## src/rtl/fiber_link_monitor_if.sv

```systemverilog
// Frame-decoder to link-monitor handshake: one strobe per received frame plus its CRC verdict.
interface fiber_link_monitor_if;
    logic frame_done;
    logic frame_crc_ok;

    modport master (output frame_done, output frame_crc_ok);
    modport slave  (input  frame_done, input  frame_crc_ok);
endinterface

```

## src/rtl/fiber_link_monitor.sv

```systemverilog
// Downlink fiber supervisor: frame-gap timeout and consecutive-CRC-failure faults,
// link status and a saturating bad-frame counter.
module fiber_link_monitor #(
    parameter int STARTUP_US  = 5000,
    parameter int LOCK_FRAMES = 4
) (
    input  logic                       clk,
    input  logic                       rst,
    input  logic                       time_1us,
    input  logic                       reset_unit,
    fiber_link_monitor_if.slave        frm,
    input  logic [13:0]                timeout_us,
    input  logic [3:0]                 verify_limit,
    output logic                       link_up,
    output logic                       Fiber_delay_err,
    output logic                       Fiber_verify_err,
    output logic [15:0]                bad_frame_cnt
);

    typedef enum logic [1:0] {S_INIT, S_UP, S_FAULT} state_t;

    localparam logic [13:0] STARTUP_LIM = 14'(STARTUP_US);
    localparam logic [3:0]  LOCK_LIM    = 4'(LOCK_FRAMES);

    state_t      state;
    logic [1:0]  time_1us_syn;
    logic [13:0] gap_cnt;
    logic [3:0]  bad_run;
    logic [3:0]  good_run;

    logic tick;
    logic good_frame;
    logic bad_frame;
    logic lock_hit;
    logic startup_hit;
    logic delay_hit;
    logic verify_hit;

    // All decisions look at the registered counters, i.e. the values before this frame/tick.
    assign tick        = (time_1us_syn == 2'b01);
    assign good_frame  = frm.frame_done &&  frm.frame_crc_ok;
    assign bad_frame   = frm.frame_done && !frm.frame_crc_ok;
    assign lock_hit    = good_frame && (({1'b0, good_run} + 5'd1) >= {1'b0, LOCK_LIM});
    assign startup_hit = !frm.frame_done && (gap_cnt >= STARTUP_LIM);
    assign delay_hit   = (timeout_us != 14'd0) && (gap_cnt >= timeout_us) && !frm.frame_done;
    assign verify_hit  = (verify_limit != 4'd0) && bad_frame &&
                         (({1'b0, bad_run} + 5'd1) >= {1'b0, verify_limit});

    // NOTE: every register here uses non-blocking assignment so all branches read pre-edge values.
    always_ff @(posedge clk) begin
        if (rst || reset_unit) begin
            state            <= S_INIT;
            time_1us_syn     <= 2'b00;
            gap_cnt          <= '0;
            bad_run          <= '0;
            good_run         <= '0;
            link_up          <= 1'b0;
            Fiber_delay_err  <= 1'b0;
            Fiber_verify_err <= 1'b0;
            // A unit fault-reset keeps the lifetime bad-frame statistic.
            if (rst) begin
                bad_frame_cnt <= '0;
            end
        end else begin
            time_1us_syn <= {time_1us_syn[0], time_1us};

            if (frm.frame_done) begin
                gap_cnt <= '0;
            end else if (tick && gap_cnt != 14'h3FFF) begin
                gap_cnt <= gap_cnt + 14'd1;
            end

            if (good_frame) begin
                bad_run <= '0;
                if (good_run != 4'hF) good_run <= good_run + 4'd1;
            end else if (bad_frame) begin
                good_run <= '0;
                if (bad_run != 4'hF) bad_run <= bad_run + 4'd1;
            end

            if (bad_frame && bad_frame_cnt != 16'hFFFF) begin
                bad_frame_cnt <= bad_frame_cnt + 16'd1;
            end

            case (state)
                S_INIT: begin
                    if (lock_hit) begin
                        state   <= S_UP;
                        link_up <= 1'b1;
                    end else if (startup_hit) begin
                        state           <= S_FAULT;
                        Fiber_delay_err <= 1'b1;
                    end
                end
                S_UP: begin
                    if (delay_hit || verify_hit) begin
                        state            <= S_FAULT;
                        link_up          <= 1'b0;
                        Fiber_delay_err  <= delay_hit;
                        Fiber_verify_err <= verify_hit;
                    end
                end
                default: begin
                end
            endcase
        end
    end

endmodule

```

## src/flat_wrapper.sv

```systemverilog
// flat-port wrapper written by rule: the top's interface ports become plain ports
module fiber_link_monitor_flat 
#(
    parameter int STARTUP_US  = 5000,
    parameter int LOCK_FRAMES = 4
)
  (clk, rst, time_1us, reset_unit, timeout_us, verify_limit, link_up, Fiber_delay_err, Fiber_verify_err, bad_frame_cnt, frm_frame_done, frm_frame_crc_ok);
  fiber_link_monitor_if frm_i ();
  input  logic clk;
  input  logic rst;
  input  logic time_1us;
  input  logic reset_unit;
  input  logic [13:0] timeout_us;
  input  logic [3:0] verify_limit;
  output logic link_up;
  output logic Fiber_delay_err;
  output logic Fiber_verify_err;
  output logic [15:0] bad_frame_cnt;
  input wire logic [$bits(frm_i.frame_done)-1:0] frm_frame_done;
  input wire logic [$bits(frm_i.frame_crc_ok)-1:0] frm_frame_crc_ok;
  assign frm_i.frame_done = frm_frame_done;
  assign frm_i.frame_crc_ok = frm_frame_crc_ok;
  fiber_link_monitor #(.STARTUP_US(STARTUP_US), .LOCK_FRAMES(LOCK_FRAMES)) u_core (.clk(clk), .rst(rst), .time_1us(time_1us), .reset_unit(reset_unit), .frm(frm_i), .timeout_us(timeout_us), .verify_limit(verify_limit), .link_up(link_up), .Fiber_delay_err(Fiber_delay_err), .Fiber_verify_err(Fiber_verify_err), .bad_frame_cnt(bad_frame_cnt));
endmodule
```

## config.mk

```make
export PLATFORM = sky130hd
export DESIGN_NAME = fiber_link_monitor_flat
export DESIGN_NICKNAME = d
export VERILOG_FILES = /design/src/rtl/fiber_link_monitor_if.sv /design/src/rtl/fiber_link_monitor.sv /design/src/flat_wrapper.sv
export SDC_FILE = /design/constraint.sdc
export NUM_CORES = 1
export LEC_CHECK = 0
export CELL_PAD_IN_SITES_DETAIL_PLACEMENT = 1
export CELL_PAD_IN_SITES_GLOBAL_PLACEMENT = 2
export CORE_ASPECT_RATIO = 0.5
export CORE_UTILIZATION = 29
export CTS_CLUSTER_DIAMETER = 200
export CTS_CLUSTER_SIZE = 24
export DETAILED_ROUTE_END_ITERATION = 8
export PLACE_DENSITY_LB_ADDON = 0.1
export SYNTH_ARGS = -nofsm -noshare
export SYNTH_HDL_FRONTEND = slang
export SYNTH_SLANG_ARGS = --single-unit
```

## constraint.sdc

```tcl
create_clock -name clk -period 2.25 [get_ports clk]
set_clock_uncertainty 0.1 [all_clocks]
set_input_delay 0.225 -clock clk [delete_from_list [all_inputs] [get_ports clk]]
set_output_delay 0.225 -clock clk [all_outputs]
set_load 0.02 [all_outputs]
```

==> results of run 1 <==
-- cells by family (layout without fill, tap and decap cells) --
logic type,count (synthesis),count (layout),share of synthesized area
simple gates,128,128,0.236
compound gates,49,49,0.123
flops,45,45,0.392
buf+inv,33,94,0.0471
xor+xnor,27,27,0.0873
fa+ha+maj,24,24,0.111
mux,1,1,0.00370
-- per-stage QoR --
| stage | worst slack (ns) | total power, µW | utilization | cell area, µm² | setup TNS (ns) |
|---|---|---|---|---|---|
| 2_1_floorplan | 0.0229 | 1010 | - | 2710 | 0 |
| 3_3_place_gp | -0.215 | 1140 | 0.381 | 3390 | -0.521 |
| 3_5_place_dp | -0.242 | 1150 | 0.381 | 3390 | -0.682 |
| 4_1_cts | 0.0411 | 1900 | 0.397 | 3530 | 0 |
| 5_1_grt | 0.00822 | 1960 | 0.399 | 3550 | 0 |
| 6_report | 0.143 | 1870 | 0.399 | 3550 | 0 |
-- layer usage --
metal / vias up / part of all wire / routed length (µm) / GRT usage
met2: 41 / 0.47 / 3220 / 0.269
met1: 1142 / 0.49 / 3360 / 0.191
met4: 0 / 0.0093 / 64 / 0.0407
li1: 1199 / - / - / -
met3: 7 / 0.038 / 262 / 0.0439
met5: - / 0 / 0 / 0
-- cells in the final DEF (no fill, tap or decap), drive strengths merged, types with 2 or more instances in the layout --
| cell type | count |
|---|---|
| a21o | 2 |
| buf | 20 |
| nor3 | 6 |
| a211oi | 5 |
| nand3 | 10 |
| nor2 | 47 |
| clkdlybuf4s50 | 42 |
| clkinv | 2 |
| and4 | 3 |
| and3 | 7 |
| ha | 24 |
| clkbuf | 6 |
| nand2 | 25 |
| a311oi | 2 |
| inv | 24 |
| o211ai | 2 |
| nor2b | 2 |
| dfxtp | 29 |
| or3 | 2 |
| xor2 | 17 |
| and2 | 5 |
| o21ai | 9 |
| a21oi | 17 |
| xnor2 | 10 |
| nand2b | 2 |
| edfxtp | 16 |
| nand4 | 10 |
| o41ai | 3 |
| or2 | 3 |
| nor4 | 4 |
-- final cells by class --
class	instances	area [µm²]
multi-input cells	229	1540
repair buffers	62	571
inverters	24	90.1
fillers	1038	5340
clock buffers	6	133
clock inverters	2	10.0
well taps	117	146
flip-flops and latches	45	1060
-- path summary, 6_finish.rpt --
| path | cells past startpoint | end | start |
|---|---|---|---|
| setup / recovery | 9 | u_core.state[0] | timeout_us[12] |
| hold / removal | 2 | u_core.Fiber_delay_err | u_core.Fiber_delay_err |
| setup reg to reg | 9 | u_core.state[0] | u_core.bad_run[1] |
| hold reg to reg | 2 | u_core.Fiber_delay_err | u_core.Fiber_delay_err |
-- state kept, by name, summed over array words and instances, names as in the netlist --
register,flops
u_core.link_up,1
u_core.Fiber_delay_err,1
u_core.state,2
u_core.bad_run,4
u_core.Fiber_verify_err,1
u_core.bad_frame_cnt,16
u_core.gap_cnt,14
u_core.good_run,4
u_core.time_1us_syn,2
-- power groups by stage --
stage	clock network, µW	registers [µW]	logic (µW)
CTS	766	890	241
floorplan	0	931	80.7
global placement	0	906	234
detailed placement	0	908	239
finish	744	889	238
global route	809	892	263
-- worst max-delay path: cells and delay by family --
| kind | cells | cell delay [ns] |
|---|---|---|
| AND/OR/NAND/NOR | 1 | 0.07 |
| AO/OA/AOI/OAI | 5 | 1.06 |
| buffers and inverters | 2 | 0.56 |
| adder cells (fa/ha/maj) | 1 | 0.33 |
-- timing repair --
action                                  in CTS  in global routing
buffers inserted                             0                  0
endpoints found under the setup margin       0                 19
resized for setup                            0                  5
==> results.tsv, run 1 <==
metric	value	unit
cell count after placement	477	
ys flop type	dfxtp_1	
total wire length	6910	µm
most common cell in the netlist	nor2_1	
post-route ant nets	0	
Post-CTS Hold Buffers	0	
CP max stage cell	clkdlybuf4s50_1	
Chip Width	139	µm
switching share of power	0.248	
area of the die	9750	µm²
Max-cap violations	0	
final cell count without fillers	485	
Port Buf Inserts	42	
largest net degree at the start of global routing	22	
Final #Nets	415	
vias after detailed routing	2389	
Ys Warns	0	
sequential share of power	0.475	
share of layout cells above drive strength 1	0.114	
Slew @ Worst Pin	0.509	ns
NetSw	463	µW
Netlist Area Pre-Place	2710	µm²
Yosys top cell area share	0.214	
Synth area leader	dfxtp_1	
status	complete, but fails checks	
pwr dens	527	nW/µm²
antenna violations before repair	0	
num ports	43	
WHS	0.387	ns
Pint	1410	µW
Worst Setup Path Type	primary input to register	
core area	8890	µm²
Pre-Repair DR Iteration Count	8	
violated checks	DRC	
syn avg cell area	8.82	µm²
Max stage delay on crit path	0.49	ns
Startpoint Class	primary input	
final worst path period share	0.937	
asr flop ratio synth	0	
Final Hold Fails	0	
H-Tree Level Count	2	
RSZ-0062 raised after global routing	no	
overall routing resource usage	0.156	
reg2reg setup slack	0.18	ns
Worst EP required	2.38	ns
clk buf depth	2	
Clk Latency, worst-skew pair	0.29	ns
Area Growth Syn to Fin	31.1	%
worst path cell trace	clkdlybuf4s50_1, inv_1, ha_1, a21oi_1, nand2_1, a211oi_1, o41ai_2, a21oi_2, o221a_2	
Wirelength per Cell	14.2	µm
CTS tree	done	
Die Y	70.3	µm
worst rel slew slack	0.661	
Ant. Diodes	0	
Fmax achieved	475	MHz
LEAKAGE	0.00139	µW
Logic pwr share	0.127	
register area share after synthesis	0.392	
count of pins over their slew limit	0	
Initial DRC Count	60	
min Tclk post-route	2.11	ns
first-pass GRT wire length	12000	µm
global route overflow	0	
clock root cell	clkbuf_16	
clock buffer count from CTS	5	
via density per instance	4.93	
Synth top cells by count	nor2_1 (47), dfxtp_1 (29), nand2_1 (25)	
Peak supply drop	0.000266	V
Seq cells post-synth	45	
clock share of power	0.398	
Post-synth EDFFs	16	
drt drc	2	
syn_nets	355	
DP HPWL	5320	µm
RD Place Congestion	0.722	
worst-path maximum fanout	3	
Hold Crit Class	register to register	
crit path capture type	register	
Yosys cell types	43	
CP arrival	2.24	ns
total clock sinks	45	
vias in the first global route	2581	
# setup viols final	0	
Worst-path clk slew	0.06	ns
synth top area cells	dfxtp_1 (21%), edfxtp_1 (18%), ha_1 (11%), nor2_1 (6.5%), xor2_1 (5.5%)	
Syn Inst Count	307	
# rows	24	
Starting Density	0.305	
Note: power is estimated with default switching activity, not from simulation.
==> inputs of run 2 (changes only) <==
--- a/config.mk
+++ b/config.mk
@@ -13,6 +13,7 @@
 export CTS_CLUSTER_SIZE = 24
 export DETAILED_ROUTE_END_ITERATION = 8
 export PLACE_DENSITY_LB_ADDON = 0.1
+export SLEW_MARGIN = 20
 export SYNTH_ARGS = -nofsm -noshare
 export SYNTH_HDL_FRONTEND = slang
 export SYNTH_SLANG_ARGS = --single-unit
==> constraint.sdc (replaced) <==
create_clock -name clk -period 2.25 [get_ports clk]
set_clock_uncertainty 0.1 [all_clocks]
set_input_delay 0.45 -clock clk [delete_from_list [all_inputs] [get_ports clk]]
set_output_delay 0.45 -clock clk [all_outputs]
set_load 0.02 [all_outputs]
==> run 2 against run 1 <==
Largest cell class unchanged; critical endpoint is now u_core.Fiber_delay_err; sequential share of layout area is 1.9 points lower; first-iteration DRC count is 12% higher; routed wire length is 5.5% higher; critical path depth is 1 lower; sequential cell count stayed put; the flow still finishes with violations (DRC); maximum frequency is 3.4% lower; largest power group unchanged; count of clock-buffer cells in the layout stayed put; highest routed layer unchanged.
==> results.tsv, run 2 (same netlist as run 1, synthesis figures left out) <==
metric	value	unit	change
Port Buf Inserts	42		unchanged
Peak supply drop	0.000340	V	was 0.000266 V
# setup viols final	0		unchanged
crit path capture type	register		unchanged
Pre-Repair DR Iteration Count	6		was 8
Hold Crit Class	register to register		unchanged
Slew @ Worst Pin	0.625	ns	was 0.509 ns
post-route ant nets	0		unchanged
total wire length	7290	µm	was 6910 µm
min Tclk post-route	2.18	ns	was 2.11 ns
largest net degree at the start of global routing	16		was 22
CP max stage cell	clkdlybuf4s50_1		unchanged
drt drc	4		was 2
placed instance area	3460	µm²	was 3390 µm²
worst path cell trace	clkdlybuf4s50_1, inv_1, ha_1, o21a_1, nor2_1, o41ai_2, a21oi_2, a311oi_1		was clkdlybuf4s50_1, inv_1, ha_1, a21oi_1, nand2_1, a211oi_1, o41ai_2, a21oi_2, o221a_2
Ant. Diodes	0		unchanged
total clock sinks	45		unchanged
share of layout cells above drive strength 1	0.176		was 0.114
Starting Density	0.305		unchanged
highest-count cells in the layout ignoring fill and taps	nor2_1 (45), clkdlybuf4s50_1 (32), dfxtp_1 (29)		was nor2_1 (47), clkdlybuf4s50_1 (42), dfxtp_1 (29)
Worst EP required	2.34	ns	was 2.38 ns
worst rel slew slack	0.578		was 0.661
TNS Setup	0	ns	unchanged
vias after detailed routing	2396		was 2389
Clk Latency, worst-skew pair	0.29	ns	about the same
CP arrival	2.27	ns	was 2.24 ns
RD Place Congestion	0.755		was 0.722
H-Tree Level Count	2		unchanged
Die Y	70.3	µm	unchanged
status	complete, but fails checks		unchanged
Wirelength per Cell	14.8	µm	was 14.2 µm
Reg area	1060	µm²	unchanged
Final Hold Fails	0		unchanged
DP HPWL	5540	µm	was 5320 µm
CTS tree	done		unchanged
RSZ-0062 raised after global routing	no		unchanged
vias in the first global route	2504		was 2581
Post-CTS Hold Buffers	0		unchanged
Power Total	1990	µW	was 1870 µW
Fmax achieved	459	MHz	was 475 MHz
Largest regs	u_core.bad_frame_cnt: 16 flops, u_core.gap_cnt: 14 flops		unchanged
max reg flops	16		unchanged
pwr dens	525	nW/µm²	was 527 nW/µm²
Worst Setup Path Type	primary input to register		unchanged
Max-cap violations	0		unchanged
# rows	24		unchanged
Worst-path clk slew	0.06	ns	about the same
Startpoint Class	primary input		unchanged
commonest non-fill, non-tap cell in the layout	nor2_1		unchanged
first-pass GRT wire length	12000	µm	about the same
clk buf depth	2		unchanged
Initial DRC Count	67		was 60
Chip Width	139	µm	unchanged
clock buffer count from CTS	5		unchanged
antenna violations before repair	0		unchanged
clock root cell	clkbuf_16		unchanged
multi-input logic area	1660	µm²	was 1540 µm²
Reg with most FFs	u_core.bad_frame_cnt		unchanged
core area	8890	µm²	unchanged
global route overflow	0		unchanged
final instance area	3790	µm²	was 3550 µm²
post-CTS setup buffers	0		unchanged
via density per instance	4.88		was 4.93
area of the die	9750	µm²	unchanged
Area Growth Syn to Fin	39.8	%	was 31.1%
LEAKAGE	0.00152	µW	was 0.00139 µW
worst-path maximum fanout	3		unchanged
Final #Nets	421		was 415
overall routing resource usage	0.155		was 0.156
final worst path period share	0.969		was 0.937
num ports	43		unchanged
count of pins over their slew limit	0		unchanged
fillcell total	1021		was 1038
violated checks	DRC		unchanged
Max stage delay on crit path	0.49	ns	about the same
==> run 2: cell count changes in the layout (fill, tap and decap cells not counted), moves of 4 or more <==
cell             before  now
buf_4                20   24
clkdlybuf4s50_1      42   32
inv_2                 0    5
ha_1                 24   17
inv_1                24   19
dlymetal6s2s_1        0   10
ha_4                  0    7
==> run 2: metal layers <==
layer	share of wire	GRT usage	wire (µm)
met4	0.0029	0.0272	21
met5	0	0	0
met1	0.49	0.195	3580
met2	0.47	0.267	3390
met3	0.040	0.0466	295
==> run 2: worst max-delay path: cells and delay by family <==
kind	cells	cell delay, ns
AOI/OAI and AO/OA	4	0.94
adders and majority gates	1	0.26
buffers and inverters	2	0.54
and+or+nand+nor	1	0.06
==> run 2: final cells by class <==
cell class,instances,area share
Clock buffer,6,0.0340
Clock inverter,2,0.00925
Inverter,24,0.0238
Multi-Input combinational cell,229,0.438
Sequential cell,45,0.280
Tap cell,117,0.0387
Timing Repair Buffer,68,0.176
==> run 2: report_power, final <==
group / switching [µW] / internal, µW / total [µW]
Clock: 316 / 523 / 839
Combinational: 127 / 131 / 258
Sequential: 24.4 / 867 / 891
==> run 2: metrics by stage <==
step / instances / util / hold slack, ns / setup slack, ns
floorplan: 307 / - / 0.375 / 0.0229
finish: 491 / 0.426 / 0.403 / 0.0691
detailed placement: 483 / 0.389 / 0.393 / -0.580
global placement: 483 / 0.389 / 0.366 / -0.443
CTS: 491 / 0.413 / 0.406 / -0.000113
global route: 491 / 0.426 / 0.413 / 0.00486
==> run 2: final timing paths <==
kind,start,to,slack (ns),depth (start not counted)
max,timeout_us[6],u_core.Fiber_delay_err,0.07,8
max reg2reg,u_core.bad_frame_cnt[6],u_core.bad_frame_cnt[13],0.08,7
min reg2reg,u_core.Fiber_verify_err,u_core.Fiber_verify_err,0.40,2
min,u_core.Fiber_verify_err,u_core.Fiber_verify_err,0.40,2
==> run 2: what timing repair did <==
action	in CTS	in global routing
resized for setup	7	29
pin swaps	8	12
endpoints found under the setup margin	5	21
